<file path="config.mk">
export PLATFORM = sky130hd
export DESIGN_NAME = ecr_allocator
export DESIGN_NICKNAME = d
export VERILOG_FILES = /design/src/rtl/ecr_allocator.sv
export SDC_FILE = /design/constraint.sdc
export NUM_CORES = 1
export LEC_CHECK = 0
export ABC_AREA = 1
export CAP_MARGIN = 0
export CELL_PAD_IN_SITES_DETAIL_PLACEMENT = 0
export CELL_PAD_IN_SITES_GLOBAL_PLACEMENT = 1
export CORE_MARGIN = 2
export CORE_UTILIZATION = 40
export DETAILED_ROUTE_END_ITERATION = 16
export DONT_BUFFER_PORTS = 1
export GPL_ROUTABILITY_DRIVEN = 0
export PLACE_DENSITY = 0.76
export SLEW_MARGIN = 10
export SYNTH_ARGS = -nofsm -noshare
export SYNTH_HDL_FRONTEND = slang
export SYNTH_SLANG_ARGS = --single-unit
</file>
<file path="constraint.sdc">
create_clock -name clk -period 1.8 [get_ports clk]
set_input_delay 0.36 -clock clk [delete_from_list [all_inputs] [get_ports clk]]
set_output_delay 0.36 -clock clk [all_outputs]
set_load 0.01 [all_outputs]
</file>
<file path="src/rtl/ecr_allocator.sv">
// ECR allocator: round-robin grant of condition registers, per-entry FREE/PENDING/RESOLVED tracking.
// Optional statistics counters are built only when ECR_ALLOC_STATS_EN is defined.
module ecr_allocator #(
    parameter  int NUM_ECRS  = 2,
    parameter  int CNT_WIDTH = 32,
    localparam int IW        = $clog2(NUM_ECRS)
) (
    input  logic                  clk,
    input  logic                  rst_n,
    input  logic                  alloc_req,
    output logic                  alloc_gnt,
    output logic [IW-1:0]         alloc_id,
    output logic                  issue_wen,
    output logic [IW-1:0]         issue_write_addr,
    output logic [1:0]            issue_wdata,
    input  logic [2*NUM_ECRS-1:0] ecr_states,
    input  logic                  release_valid,
    input  logic [IW-1:0]         release_id,
    output logic                  cur_valid,
    output logic [IW-1:0]         cur_id,
    output logic                  resolve_valid,
    output logic [IW-1:0]         resolve_id,
    output logic                  resolve_ok,
    output logic [IW:0]           free_count,
    output logic                  err_bad_release,
    output logic [CNT_WIDTH-1:0]  stat_alloc,
    output logic [CNT_WIDTH-1:0]  stat_ok,
    output logic [CNT_WIDTH-1:0]  stat_bad
);

    typedef enum logic [1:0] {
        ST_FREE     = 2'd0,
        ST_PENDING  = 2'd1,
        ST_RESOLVED = 2'd2
    } ecr_st_e;

    ecr_st_e       state_q [NUM_ECRS];
    ecr_st_e       state_d [NUM_ECRS];
    logic [IW-1:0] rr_q, rr_d;
    logic [IW-1:0] cur_id_q, cur_id_d;
    logic          cur_valid_q, cur_valid_d;
    logic          res_valid_q, res_valid_d;
    logic [IW-1:0] res_id_q, res_id_d;
    logic          res_ok_q, res_ok_d;
    logic          err_q, err_d;

    logic          any_free;
    logic [IW-1:0] pick_id;
    logic [IW:0]   free_cnt;
    logic          res_hit;
    logic [IW-1:0] res_idx;
    logic [1:0]    res_val;
    logic          rel_ok;
    logic          rel_bad;

    // Round-robin search for the first FREE entry starting at rr_q.
    always_comb begin
        any_free = 1'b0;
        pick_id  = '0;
        free_cnt = '0;
        for (int i = 0; i < NUM_ECRS; i++) begin
            if (!any_free && state_q[IW'(rr_q + IW'(i))] == ST_FREE) begin
                any_free = 1'b1;
                pick_id  = IW'(rr_q + IW'(i));
            end
            if (state_q[i] == ST_FREE) begin
                free_cnt = free_cnt + (IW+1)'(1);
            end
        end
    end

    // Only the lowest-indexed PENDING entry with a non-busy value resolves per edge.
    always_comb begin
        res_hit = 1'b0;
        res_idx = '0;
        res_val = 2'b00;
        for (int k = 0; k < NUM_ECRS; k++) begin
            if (!res_hit && state_q[k] == ST_PENDING && ecr_states[2*k +: 2] != 2'b00) begin
                res_hit = 1'b1;
                res_idx = IW'(k);
                res_val = ecr_states[2*k +: 2];
            end
        end
    end

    assign rel_ok  = release_valid && (state_q[release_id] == ST_RESOLVED);
    assign rel_bad = release_valid && !rel_ok;

    assign alloc_gnt        = alloc_req && any_free;
    assign alloc_id         = pick_id;
    assign issue_wen        = alloc_gnt;
    assign issue_write_addr = pick_id;
    assign issue_wdata      = 2'b00;
    assign free_count       = free_cnt;

    // Grant, resolve and release always hit different entries since each needs a distinct state.
    always_comb begin
        for (int k = 0; k < NUM_ECRS; k++) begin
            state_d[k] = state_q[k];
        end
        rr_d        = rr_q;
        cur_id_d    = cur_id_q;
        cur_valid_d = cur_valid_q;
        res_valid_d = res_hit;
        res_id_d    = res_hit ? res_idx : res_id_q;
        res_ok_d    = res_hit ? (res_val == 2'b01) : res_ok_q;
        err_d       = err_q | rel_bad | (res_hit && res_val == 2'b11);

        if (alloc_gnt) begin
            state_d[pick_id] = ST_PENDING;
            rr_d             = IW'(pick_id + IW'(1));
            cur_id_d         = pick_id;
            cur_valid_d      = 1'b1;
        end else if (rel_ok && release_id == cur_id_q) begin
            cur_valid_d = 1'b0;
        end

        if (res_hit) begin
            state_d[res_idx] = ST_RESOLVED;
        end
        if (rel_ok) begin
            state_d[release_id] = ST_FREE;
        end
    end

    always_ff @(posedge clk) begin
        if (!rst_n) begin
            for (int k = 0; k < NUM_ECRS; k++) begin
                state_q[k] <= ST_FREE;
            end
            rr_q        <= '0;
            cur_id_q    <= '0;
            cur_valid_q <= 1'b0;
            res_valid_q <= 1'b0;
            res_id_q    <= '0;
            res_ok_q    <= 1'b0;
            err_q       <= 1'b0;
        end else begin
            for (int k = 0; k < NUM_ECRS; k++) begin
                state_q[k] <= state_d[k];
            end
            rr_q        <= rr_d;
            cur_id_q    <= cur_id_d;
            cur_valid_q <= cur_valid_d;
            res_valid_q <= res_valid_d;
            res_id_q    <= res_id_d;
            res_ok_q    <= res_ok_d;
            err_q       <= err_d;
        end
    end

    assign cur_valid       = cur_valid_q;
    assign cur_id          = cur_id_q;
    assign resolve_valid   = res_valid_q;
    assign resolve_id      = res_id_q;
    assign resolve_ok      = res_ok_q;
    assign err_bad_release = err_q;

`ifdef ECR_ALLOC_STATS_EN
    logic [CNT_WIDTH-1:0] st_alloc_q, st_ok_q, st_bad_q;

    // Counters advance on the same edge that registers the grant or resolve event.
    always_ff @(posedge clk) begin
        if (!rst_n) begin
            st_alloc_q <= '0;
            st_ok_q    <= '0;
            st_bad_q   <= '0;
        end else begin
            if (alloc_gnt) begin
                st_alloc_q <= st_alloc_q + CNT_WIDTH'(1);
            end
            if (res_hit && res_val == 2'b01) begin
                st_ok_q <= st_ok_q + CNT_WIDTH'(1);
            end
            if (res_hit && res_val != 2'b01) begin
                st_bad_q <= st_bad_q + CNT_WIDTH'(1);
            end
        end
    end

    assign stat_alloc = st_alloc_q;
    assign stat_ok    = st_ok_q;
    assign stat_bad   = st_bad_q;
`else
    assign stat_alloc = '0;
    assign stat_ok    = '0;
    assign stat_bad   = '0;
`endif

endmodule

</file>
==> results.md <==
* IR drop worst, VDD at 0.000609 V
* Family of cells with the greatest summed delay on the critical path: simple AND/OR/NAND/NOR gates
* Share of post-route cells with drive strength above 1 at 8.02%
* Detailed Route WL at 1720 microns
* Final Max Slew Viols at 0
* Antenna Nets Post-Route at 0
* Max Cap Viol at 0
* Die span in x at 62.2 microns
* Critical path's most frequent cell: sky130_fd_sc_hd__nand2_1
* Number of synthesized flops with an enable pin at 0
* Warnings, synthesis at 0
* Number of levels in the clock H-tree at 1
* Aggregate negative setup slack at 0 ps
* Post-CTS setup buffers at 0
* Average via count per standard cell at 3.27
* Clock Path Buffers at 2
* Later-pin clock latency in the skew report at 270 ps
* Type of element launching the critical path: flip-flop
* Kind of capture point of the worst setup path: output port
* Detail Placement HPWL at 1500 microns
* Antenna violations before repair at 0
* Die area at 3870 sq um
* Power density over the cells at 1240 nW/um^2
* Final period util at 91.9%
* Final net count at 198
* Cell area after synthesis at 1360 sq um
* Top_reg_cell synth: sky130_fd_sc_hd__dfxtp_1
* # port buffers at 0
* Final setup violation count at 0
* Run status: complete, no violations
* Max Clock Skew at 1.45 ps
* Logic depth of the worst setup path including buffers at 5
* Global router's overall resource usage at 7.86%
* Distinct cell type count of the synthesized netlist at 20
* Crit path arrival time at 1290 ps
* Via count of the first global-routing pass at 555
* Most frequently used cell type in the post-synthesis netlist: sky130_fd_sc_hd__buf_4
* Ports at 119
* Number of antenna cells inserted at 0
* Largest stage delay on the critical path at 360 ps
* Num Clock Sinks at 12
* Std-Cell Core Area at 3280 sq um
* Worst reg-to-reg path cell count at 8
* Portion of synthesized cell area occupied by the leading cell type at 55.4%
* Number of optimization iterations in the first detailed-route pass at 4
* Achievable Freq at 604 MHz
* Most instantiated cells after synthesis: sky130_fd_sc_hd__buf_4, sky130_fd_sc_hd__nand2_1, sky130_fd_sc_hd__dfxtp_1
* Time the worst path needs with I/O delays and setup at 1650 ps
* Largest net degree at the start of global routing at 10
* DR vias at 763
* Routed len/inst at 7.39 microns
* TritonCTS buffer count at 3
* Cell with the biggest individual delay on the critical path: sky130_fd_sc_hd__dfxtp_1
* Part of the total power dissipated in sequential elements at 34.1%
* First DRT Iteration DRCs at 15
* #FFs+latches synth at 12
* NetSw at 650 uW
* Final count of hold timing violations at 0
* Number of buffers added to fix hold violations after cts at 0
* Synthesized area per cell at 7.29 sq um
* Switching Fraction at 49.5%
* Setup slack of the most critical reg-to-reg path at 600 ps
* Clock input transition at the sequential cells of the worst setup and hold paths at 80 ps
* WHS Path Cells at 2
* Cell types with the largest area share after synthesis: sky130_fd_sc_hd__buf_4, sky130_fd_sc_hd__dfxtp_1, sky130_fd_sc_hd__nand2_1
* Setup CP Type: reg -> out
* Area Overhead vs Synth at -21.6%
* Share of the yosys chip area belonging to registers at 17.7%
* Grt ovf at 0
* Type of the tightest min-delay check: in -> reg
* Static Leak at 0.000633 uW
* Placement row count at 21
* Combinational share of power at 49.5%
* Number of standard cells after synthesis at 186
* Setup repair after global routing missed its margin: no
* Wire length of the first global-routing pass at 2450 microns
* Die span in y at 62.2 microns
* Required time of the critical path at 1440 ps
* Number of standard cells in the layout, taps in and fillers out at 233
* Design Power at 1310 uW
* Buffer and inverter count on the worst path at 1
* Internal power at 664 uW
* Remaining routing DRC violations at 0
* Number of cells in the design after placement at 229
* Buffer type at the clock tree root: sky130_fd_sc_hd__clkbuf_4
* Async set-reset flop share out of synthesis at 0%
* Clock tree from TritonCTS: done
* Resized cells post-CTS at 0
* Starting density of the core at 41.3%
* Clock share of power at 16.4%
* Worst path cell trace: nor2_2, nand2_1, nand3_1, nand2_1, inv_1
* Largest driver fanout on the critical path at 5
* Cell type with the highest aggregate area in the netlist: sky130_fd_sc_hd__buf_4
==> cells in the final DEF (no fill, tap or decap), types with 2 or more instances in the layout <==
| master | n |
|---|---|
| sky130_fd_sc_hd__conb_1 | 98 |
| sky130_fd_sc_hd__inv_2 | 2 |
| sky130_fd_sc_hd__nand2_1 | 25 |
| sky130_fd_sc_hd__nor2_2 | 2 |
| sky130_fd_sc_hd__inv_1 | 11 |
| sky130_fd_sc_hd__dfxtp_1 | 12 |
| sky130_fd_sc_hd__clkbuf_4 | 3 |
| sky130_fd_sc_hd__nand3_1 | 8 |
| sky130_fd_sc_hd__nand3b_1 | 2 |
| sky130_fd_sc_hd__nand2_2 | 2 |
| sky130_fd_sc_hd__a21oi_1 | 10 |
| sky130_fd_sc_hd__nor2_1 | 3 |
==> metal layers <==
layer	GRT usage (%)	vias up	wire length [microns]
li1	-	379	-
met1	9.32	324	659
met2	12.0	60	766
met3	5.62	0	296
met4	0.833	0	0
met5	0	-	0
==> cells by family after synthesis <==
kind of cell / after synthesis / share of synthesized area (%)
other cells: 1 / 0.277
flops: 12 / 17.7
fa+ha+maj: 1 / 0.923
compound gates: 15 / 6.83
simple gates: 44 / 15.2
buf+inv: 113 / 59.0
==> power by group through the flow <==
stage	Sequential (uW)	Combinational, uW	Clock [uW]
floorplan	437	769	0
global placement	453	656	0
detailed placement	455	653	0
CTS	449	655	225
global route	462	743	240
finish	448	650	216
==> stage by stage <==
| step | util (%) | hold WS [ps] | worst slack (ps) | instance area, sq um |
|---|---|---|---|---|
| 2_1_floorplan | - | 458 | 449 | 1720 |
| 3_3_place_gp | 31.2 | 466 | 481 | 1030 |
| 3_5_place_dp | 31.2 | 471 | 440 | 1030 |
| 4_1_cts | 32.3 | 175 | 128 | 1060 |
| 5_1_grt | 32.3 | 188 | 10.9 | 1060 |
| 6_report | 32.3 | 180 | 146 | 1060 |
==> cell type report <==
| type | count | area, sq um |
|---|---|---|
| fillers | 382 | 2220 |
| multi-input cells | 158 | 679 |
| flip-flops and latches | 12 | 240 |
| well taps | 46 | 57.6 |
| inverters | 13 | 48.8 |
| clock buffers | 4 | 36.3 |
==> flip-flops by register name, summed over array words and instances, names as in the netlist, named ones only <==
name,flops
err_bad_release,1
resolve_valid,1
cur_id,1
cur_valid,1
resolve_id,1
rr_q,1
resolve_ok,1
state_q,4
==> final timing paths <==
path / from / to
min: rst_n / resolve_valid
max: state_q[0][1] / issue_wen
min reg2reg: state_q[1][1] / state_q[1][1]
max reg2reg: state_q[0][1] / state_q[1][1]
==> worst register-to-register path, cell delays in order, from the launching register on <==
cell and delay (ps):
sky130_fd_sc_hd__dfxtp_1 360, sky130_fd_sc_hd__nor2_2 160, sky130_fd_sc_hd__nand2_1 80, sky130_fd_sc_hd__nand2_1 80, sky130_fd_sc_hd__nand2_2 70, sky130_fd_sc_hd__inv_2 120
sky130_fd_sc_hd__nand2_2 100, sky130_fd_sc_hd__nand2_1 70, sky130_fd_sc_hd__a21oi_1 50
Power figures use the tool's default switching activity.
